$ cat config.mk
export PLATFORM = sky130hd
export DESIGN_NAME = fetch_unit_flat
export DESIGN_NICKNAME = d
export VERILOG_FILES = /design/src/rtl/fetch_unit_pkg.sv /design/src/rtl/fetch_unit_if.sv /design/src/rtl/fetch_unit_wdt.sv /design/src/rtl/fetch_unit.sv /design/src/flat_wrapper.sv
export SDC_FILE = /design/constraint.sdc
export NUM_CORES = 1
export LEC_CHECK = 0
export BUFFER_PORTS_ARGS = -buffer_cell sky130_fd_sc_hd__buf_2
export CAP_MARGIN = 25
export CORE_UTILIZATION = 40
export DETAILED_ROUTE_END_ITERATION = 8
export PLACE_DENSITY = 0.71
export RECOVER_POWER = 50
export SETUP_SLACK_MARGIN = 0.5
export SKIP_CTS_REPAIR_TIMING = 1
export SLEW_MARGIN = 10
export SYNTH_ARGS = -nofsm -noshare
export SYNTH_HDL_FRONTEND = slang
export SYNTH_SLANG_ARGS = --single-unit
$ cat constraint.sdc
create_clock -name clk -period 1.9 [get_ports clk]
set_input_delay 0.19 -clock clk [delete_from_list [all_inputs] [get_ports clk]]
set_output_delay 0.19 -clock clk [all_outputs]
set_load 0.01 [all_outputs]
$ cat src/rtl/fetch_unit_pkg.sv
// Shared definitions for the fetch stage and its neighbours.
// The mux block imports the width defaults from here so that both blocks
// agree on the PC and instruction widths.
package fetch_unit_pkg;

  localparam int DataSizeDef = 32;
  localparam int AddrSizeDef = 10;
  localparam int TimeoutDef  = 16;

  localparam logic [AddrSizeDef-1:0] ResetPcDef = 10'h000;

  typedef enum logic [1:0] {
    S_IDLE  = 2'b00,
    S_REQ   = 2'b01,
    S_VALID = 2'b10,
    S_ERR   = 2'b11
  } fetch_state_e;

  // Instructions are word aligned, so the two low PC bits must be zero.
  function automatic logic pc_aligned(input logic [1:0] pc_lsb);
    return (pc_lsb == 2'b00);
  endfunction

endpackage

$ cat src/rtl/fetch_unit_if.sv
// Instruction memory request/acknowledge bus.
// The fetch stage is the master; the instruction memory is the slave.
interface fetch_unit_if
  import fetch_unit_pkg::*;
#(
  parameter int AddrSize = AddrSizeDef,
  parameter int DataSize = DataSizeDef
) ();

  logic                im_req;
  logic [AddrSize-1:0] im_addr;
  logic                im_ack;
  logic [DataSize-1:0] im_rdata;

  modport master (
    output im_req,
    output im_addr,
    input  im_ack,
    input  im_rdata
  );

  modport slave (
    input  im_req,
    input  im_addr,
    output im_ack,
    output im_rdata
  );

endinterface

$ cat src/rtl/fetch_unit_wdt.sv
// Watchdog for an outstanding fetch request.
// Counts cycles spent waiting for an acknowledge; expired_o is high while the
// count sits on the last permitted waiting cycle (TIMEOUT-1).
module fetch_wdt #(
  parameter int TIMEOUT = 16
) (
  input  logic clk,
  input  logic rst,
  input  logic clear_i,
  input  logic count_en_i,
  output logic expired_o
);

  localparam int CntW = $clog2(TIMEOUT);
  localparam logic [CntW-1:0] LastCnt = CntW'(TIMEOUT - 1);

  logic [CntW-1:0] cnt_q;
  logic [CntW-1:0] cnt_d;

  // Clear wins over counting so a fresh request always starts from zero.
  always_comb begin
    cnt_d = cnt_q;
    if (clear_i) begin
      cnt_d = '0;
    end else if (count_en_i) begin
      cnt_d = cnt_q + CntW'(1);
    end
  end

  // Counter register with synchronous reset.
  always_ff @(posedge clk) begin
    if (rst) begin
      cnt_q <= '0;
    end else begin
      cnt_q <= cnt_d;
    end
  end

  assign expired_o = (cnt_q == LastCnt);

endmodule

$ cat src/rtl/fetch_unit.sv
// Program counter and instruction fetch stage.
//
//   state   | meaning
//   --------+-----------------------------------------------------------
//   S_IDLE  | no request outstanding, waiting for enable
//   S_REQ   | im_req high at im_addr = pc, waiting for im_ack
//   S_VALID | ir holds an unconsumed instruction for current_pc
//   S_ERR   | timeout or misaligned next_pc seen; parked until rst
//
// Every output comes straight from a register. im_addr and current_pc are
// both the PC register, so the request address is stable for free.
module fetch_unit
  import fetch_unit_pkg::*;
#(
  parameter int                  DataSize = DataSizeDef,
  parameter int                  AddrSize = AddrSizeDef,
  parameter logic [AddrSize-1:0] RESET_PC = AddrSize'(ResetPcDef),
  parameter int                  TIMEOUT  = TimeoutDef
) (
  input  logic                clk,
  input  logic                rst,
  input  logic                enable_i,
  input  logic [AddrSize-1:0] next_pc_i,
  input  logic                ir_ready_i,
  fetch_unit_if.master        imem,
  output logic [AddrSize-1:0] current_pc_o,
  output logic [DataSize-1:0] ir_o,
  output logic                ir_valid_o,
  output logic                timeout_err_o,
  output logic                misalign_err_o
);

  fetch_state_e        state_q, state_d;
  logic [AddrSize-1:0] pc_q, pc_d;
  logic [DataSize-1:0] ir_q, ir_d;
  logic                ir_valid_q, ir_valid_d;
  logic                im_req_q, im_req_d;
  logic                timeout_err_q, timeout_err_d;
  logic                misalign_err_q, misalign_err_d;

  logic                wdt_clear;
  logic                wdt_count;
  logic                wdt_expired;

  fetch_wdt #(
    .TIMEOUT (TIMEOUT)
  ) u_wdt (
    .clk        (clk),
    .rst        (rst),
    .clear_i    (wdt_clear),
    .count_en_i (wdt_count),
    .expired_o  (wdt_expired)
  );

  // Next-state and next-output decode; every register holds by default.
  always_comb begin
    state_d        = state_q;
    pc_d           = pc_q;
    ir_d           = ir_q;
    ir_valid_d     = ir_valid_q;
    im_req_d       = im_req_q;
    timeout_err_d  = timeout_err_q;
    misalign_err_d = misalign_err_q;
    wdt_clear      = 1'b0;
    wdt_count      = 1'b0;

    unique case (state_q)
      S_IDLE: begin
        im_req_d = 1'b0;
        if (enable_i) begin
          im_req_d  = 1'b1;
          wdt_clear = 1'b1;
          state_d   = S_REQ;
        end
      end

      S_REQ: begin
        // An ack on the last permitted cycle still counts as success, so
        // it is checked ahead of the watchdog.
        if (imem.im_ack) begin
          ir_d       = imem.im_rdata;
          ir_valid_d = 1'b1;
          im_req_d   = 1'b0;
          state_d    = S_VALID;
        end else if (wdt_expired) begin
          im_req_d      = 1'b0;
          timeout_err_d = 1'b1;
          state_d       = S_ERR;
        end else begin
          wdt_count = 1'b1;
        end
      end

      S_VALID: begin
        if (ir_ready_i) begin
          ir_valid_d = 1'b0;
          if (!pc_aligned(next_pc_i[1:0])) begin
            // Keep the old PC so current_pc points at the last good fetch.
            misalign_err_d = 1'b1;
            state_d        = S_ERR;
          end else begin
            pc_d = next_pc_i;
            if (enable_i) begin
              im_req_d  = 1'b1;
              wdt_clear = 1'b1;
              state_d   = S_REQ;
            end else begin
              state_d = S_IDLE;
            end
          end
        end
      end

      S_ERR: begin
        im_req_d   = 1'b0;
        ir_valid_d = 1'b0;
      end

      default: begin
        state_d = S_ERR;
      end
    endcase
  end

  // State and output registers; synchronous reset overrides everything.
  always_ff @(posedge clk) begin
    if (rst) begin
      state_q        <= S_IDLE;
      pc_q           <= RESET_PC;
      ir_q           <= '0;
      ir_valid_q     <= 1'b0;
      im_req_q       <= 1'b0;
      timeout_err_q  <= 1'b0;
      misalign_err_q <= 1'b0;
    end else begin
      state_q        <= state_d;
      pc_q           <= pc_d;
      ir_q           <= ir_d;
      ir_valid_q     <= ir_valid_d;
      im_req_q       <= im_req_d;
      timeout_err_q  <= timeout_err_d;
      misalign_err_q <= misalign_err_d;
    end
  end

  assign imem.im_req    = im_req_q;
  assign imem.im_addr   = pc_q;
  assign current_pc_o   = pc_q;
  assign ir_o           = ir_q;
  assign ir_valid_o     = ir_valid_q;
  assign timeout_err_o  = timeout_err_q;
  assign misalign_err_o = misalign_err_q;

endmodule

$ cat src/flat_wrapper.sv
// flat-port wrapper written by rule: the top's interface ports become plain ports
module fetch_unit_flat import fetch_unit_pkg::*;
#(
  parameter int                  DataSize = DataSizeDef,
  parameter int                  AddrSize = AddrSizeDef,
  parameter logic [AddrSize-1:0] RESET_PC = AddrSize'(ResetPcDef),
  parameter int                  TIMEOUT  = TimeoutDef
)
  (clk, rst, enable_i, next_pc_i, ir_ready_i, current_pc_o, ir_o, ir_valid_o, timeout_err_o, misalign_err_o, imem_im_req, imem_im_addr, imem_im_ack, imem_im_rdata);
  fetch_unit_if #(.AddrSize(AddrSize), .DataSize(DataSize)) imem_i ();
  input  logic clk;
  input  logic rst;
  input  logic enable_i;
  input  logic [AddrSize-1:0] next_pc_i;
  input  logic ir_ready_i;
  output logic [AddrSize-1:0] current_pc_o;
  output logic [DataSize-1:0] ir_o;
  output logic ir_valid_o;
  output logic timeout_err_o;
  output logic misalign_err_o;
  output wire logic [$bits(imem_i.im_req)-1:0] imem_im_req;
  output wire logic [$bits(imem_i.im_addr)-1:0] imem_im_addr;
  input wire logic [$bits(imem_i.im_ack)-1:0] imem_im_ack;
  input wire logic [$bits(imem_i.im_rdata)-1:0] imem_im_rdata;
  assign imem_im_req = imem_i.im_req;
  assign imem_im_addr = imem_i.im_addr;
  assign imem_i.im_ack = imem_im_ack;
  assign imem_i.im_rdata = imem_im_rdata;
  fetch_unit #(.DataSize(DataSize), .AddrSize(AddrSize), .RESET_PC(RESET_PC), .TIMEOUT(TIMEOUT)) u_core (.clk(clk), .rst(rst), .enable_i(enable_i), .next_pc_i(next_pc_i), .ir_ready_i(ir_ready_i), .imem(imem_i), .current_pc_o(current_pc_o), .ir_o(ir_o), .ir_valid_o(ir_valid_o), .timeout_err_o(timeout_err_o), .misalign_err_o(misalign_err_o));
endmodule
==> results.json <==
{
  "status": "completed",
  "cts_sinks": 52,
  "fmax_mhz": 635,
  "grt_overflow_total": 0,
  "peakVddDrop_uv": 477,
  "avgSynthCellArea_um2": 8.20,
  "hold_viol": 0,
  "rsz0062_at_grt": "yes",
  "initial_core_util_pct": 42.7,
  "avgRoutedWirePerCell_um": 12.5,
  "clock_skew_ns": 0.00501,
  "post-route-util_pct": 57.6,
  "synth_seq_area_share_pct": 50.0,
  "fp-row-count": 25,
  "min_path_type": "in -> reg",
  "worstMarginPinSlew_ns": 0.361,
  "ios": 103,
  "ys_ff_latch": 52,
  "p_per_area_nw_per_um2": 900,
  "io_buffer_count": 102,
  "cts_tree": "done",
  "critical_path_class": "reg -> reg",
  "gp_congestion": 0.781,
  "firstDrtPassIters": 4,
  "clk_latency_ns": 0.30,
  "clkTransAtPathRegs_ns": 0.10,
  "arrival_ns": 1.77,
  "die_h_um": 74.1,
  "final_nets": 404,
  "grt_max_degree": 33,
  "p_leak_nw": 1.08,
  "final_cells": 419,
  "crit_required_ns": 2.10,
  "maxCapViolations": 0,
  "grt_pass1_vias": 1538,
  "worst_setup_path_end_kind": "flip-flop",
  "hpwl_um": 3280,
  "syn2layout_area_growth_pct": 35.0,
  "grt_util_all_layers_pct": 16.8,
  "syn-num-nets": 307,
  "drc": 0,
  "cts_buffer_depth": 2,
  "grt_pass1_wl_um": 7040,
  "htreeDepth": 2,
  "fin_crit_ns": 1.57,
  "cts_buffers": 5,
  "post-route-period-util_pct": 82.9,
  "core_area_um2": 4880,
  "synthCells": 254,
  "dr_total_vias": 1969,
  "diodes": 0,
  "wl_um": 5230,
  "ys_types": 31,
  "postRouteAntennaNets": 0,
  "via_per_inst": 4.70,
  "timing.setup.tns_ns": 0,
  "synth_area_um2": 2080,
  "cts-root-buf": "clkbuf_8",
  "drv_slew": 0,
  "dp.cells": 403,
  "drt_iter0_drc": 73,
  "cp-start-kind": "flip-flop",
  "die_x_um": 74.1,
  "relSlewSlack_pct": 75.9,
  "finalSetupViolCount": 0,
  "antenna_found_initial": 0,
  "layout-drive-gt1-share_pct": 24.4,
  "yosys_warnings": 0,
  "crit_fanout": 4,
  "die_area_um2": 5500
}
-- final cells by class --
type,instances,area (µm²)
Clock buffer,5,68.8
Clock inverter,3,22.5
Timing Repair Buffer,113,612
Inverter,2,12.5
Multi-Input combinational cell,177,961
Sequential cell,52,1050
Tap cell,67,83.8
Fill cell,491,2070
-- routing by layer --
metal	vias to the layer above	GRT usage, %	share of wire, %
met4	0	5.77	1.2
met3	7	3.79	5.6
li1	1013	-	-
met1	875	19.8	45
met5	-	0	0
met2	74	29.8	48
-- critical path, cell delays in order, from the launching register on --
cell       delay (ns)
dfxtp_4          0.40
inv_4            0.05
ha_4             0.15
and2b_4          0.18
a2111oi_4        0.38
nand4_1          0.14
nor3b_2          0.17
-- state kept, by name, summed over array words and instances (netlist names) --
name and cells:
u_core.ir_o 32, u_core.timeout_err_o 1, u_core.ir_valid_o 1, u_core.misalign_err_o 1
u_core.current_pc_o 10, u_core.imem.im_req 1, u_core.state_q 2, u_core.u_wdt.cnt_q 4
-- metrics by stage --
| step | power (mW) | worst slack [ns] | hold WS [ns] | area, µm² |
|---|---|---|---|---|
| after CTS | 2.44 | 0.231 | 0.100 | 2690 |
| final | 2.53 | 0.325 | 0.112 | 2810 |
| after global placement | 1.79 | 0.346 | 0.431 | 2600 |
| after floorplan | 1.60 | 0.401 | 0.326 | 2100 |
| after global routing | 2.67 | 0.248 | 0.107 | 2810 |
| after detailed placement | 1.79 | 0.314 | 0.437 | 2600 |
-- cells in the mapped netlist --
master	instances	area (µm²)
nand2_1	85	319
dfxtp_1	52	1040
a21oi_1	47	235
buf_4	10	75.1
clkbuf_1	8	30.0
nor2_1	8	30.0
ha_1	6	75.1
buf_2	4	20.0
nand2b_1	3	18.8
nand3_1	3	15.0
o21ai_0	3	15.0
inv_1	2	7.51
nor2b_1	2	12.5
nor3_1	2	10.0
nor3b_1	2	15.0
xor2_1	2	17.5
a2111oi_4	1	27.5
a211oi_1	1	7.51
a31oi_1	1	6.26
and2_1	1	6.26
and2b_4	1	10.0
and3_1	1	6.26
and4bb_2	1	12.5
buf_1	1	3.75
nand3_4	1	17.5
nand3b_1	1	7.51
nand4_1	1	6.26
nor3b_2	1	12.5
o31ai_1	1	7.51
or2_2	1	6.26
or4_1	1	7.51
-- path summary, 6_finish.rpt --
kind                     start                end  slack (ns)  cells after the start
min reg2reg    u_core.ir_o[22]    u_core.ir_o[22]        0.46                      2
min           imem_im_rdata[2]     u_core.ir_o[2]        0.11                      3
max reg2reg  u_core.state_q[1]  u_core.state_q[0]        0.33                      6
max          u_core.state_q[1]  u_core.state_q[0]        0.33                      6
-- placed cells by master, fill, tap and decap left out, drive strengths merged --
| master | count |
|---|---|
| o21ai | 3 |
| nor3b | 3 |
| and2b | 1 |
| nand3b | 1 |
| nand3 | 4 |
| clkbuf | 60 |
| buf | 58 |
| clkinv | 2 |
| nand2b | 3 |
| nand2 | 85 |
| and3 | 1 |
| nor3 | 2 |
| o31ai | 1 |
| inv | 3 |
| ha | 6 |
| and2 | 1 |
| xor2 | 2 |
| a2111oi | 1 |
| or2 | 1 |
| dfxtp | 52 |
| nor2b | 2 |
| nor2 | 8 |
| or4 | 1 |
| a21oi | 47 |
| a211oi | 1 |
| nand4 | 1 |
| and4bb | 1 |
| a31oi | 1 |
-- kinds of logic (layout without fill, tap and decap cells) --
kind of cell / count (synthesis) / after routing / synth area share (%)
fa+ha+maj: 6 / 6 / 3.61
buf+inv: 25 / 123 / 6.55
compound gates: 54 / 54 / 14.4
flops: 52 / 52 / 50.0
simple gates: 115 / 115 / 24.6
xor+xnor: 2 / 2 / 0.841
-- report_power, final --
group	leakage [nW]	internal [mW]	switching [mW]	total (mW)
Combinational	0.603	0.303	0.343	0.646
Clock	0.0485	0.265	0.373	0.638
Sequential	0.424	1.18	0.0611	1.25
Total	1.08	1.75	0.777	2.53
Note: power is estimated with default switching activity, not from simulation.
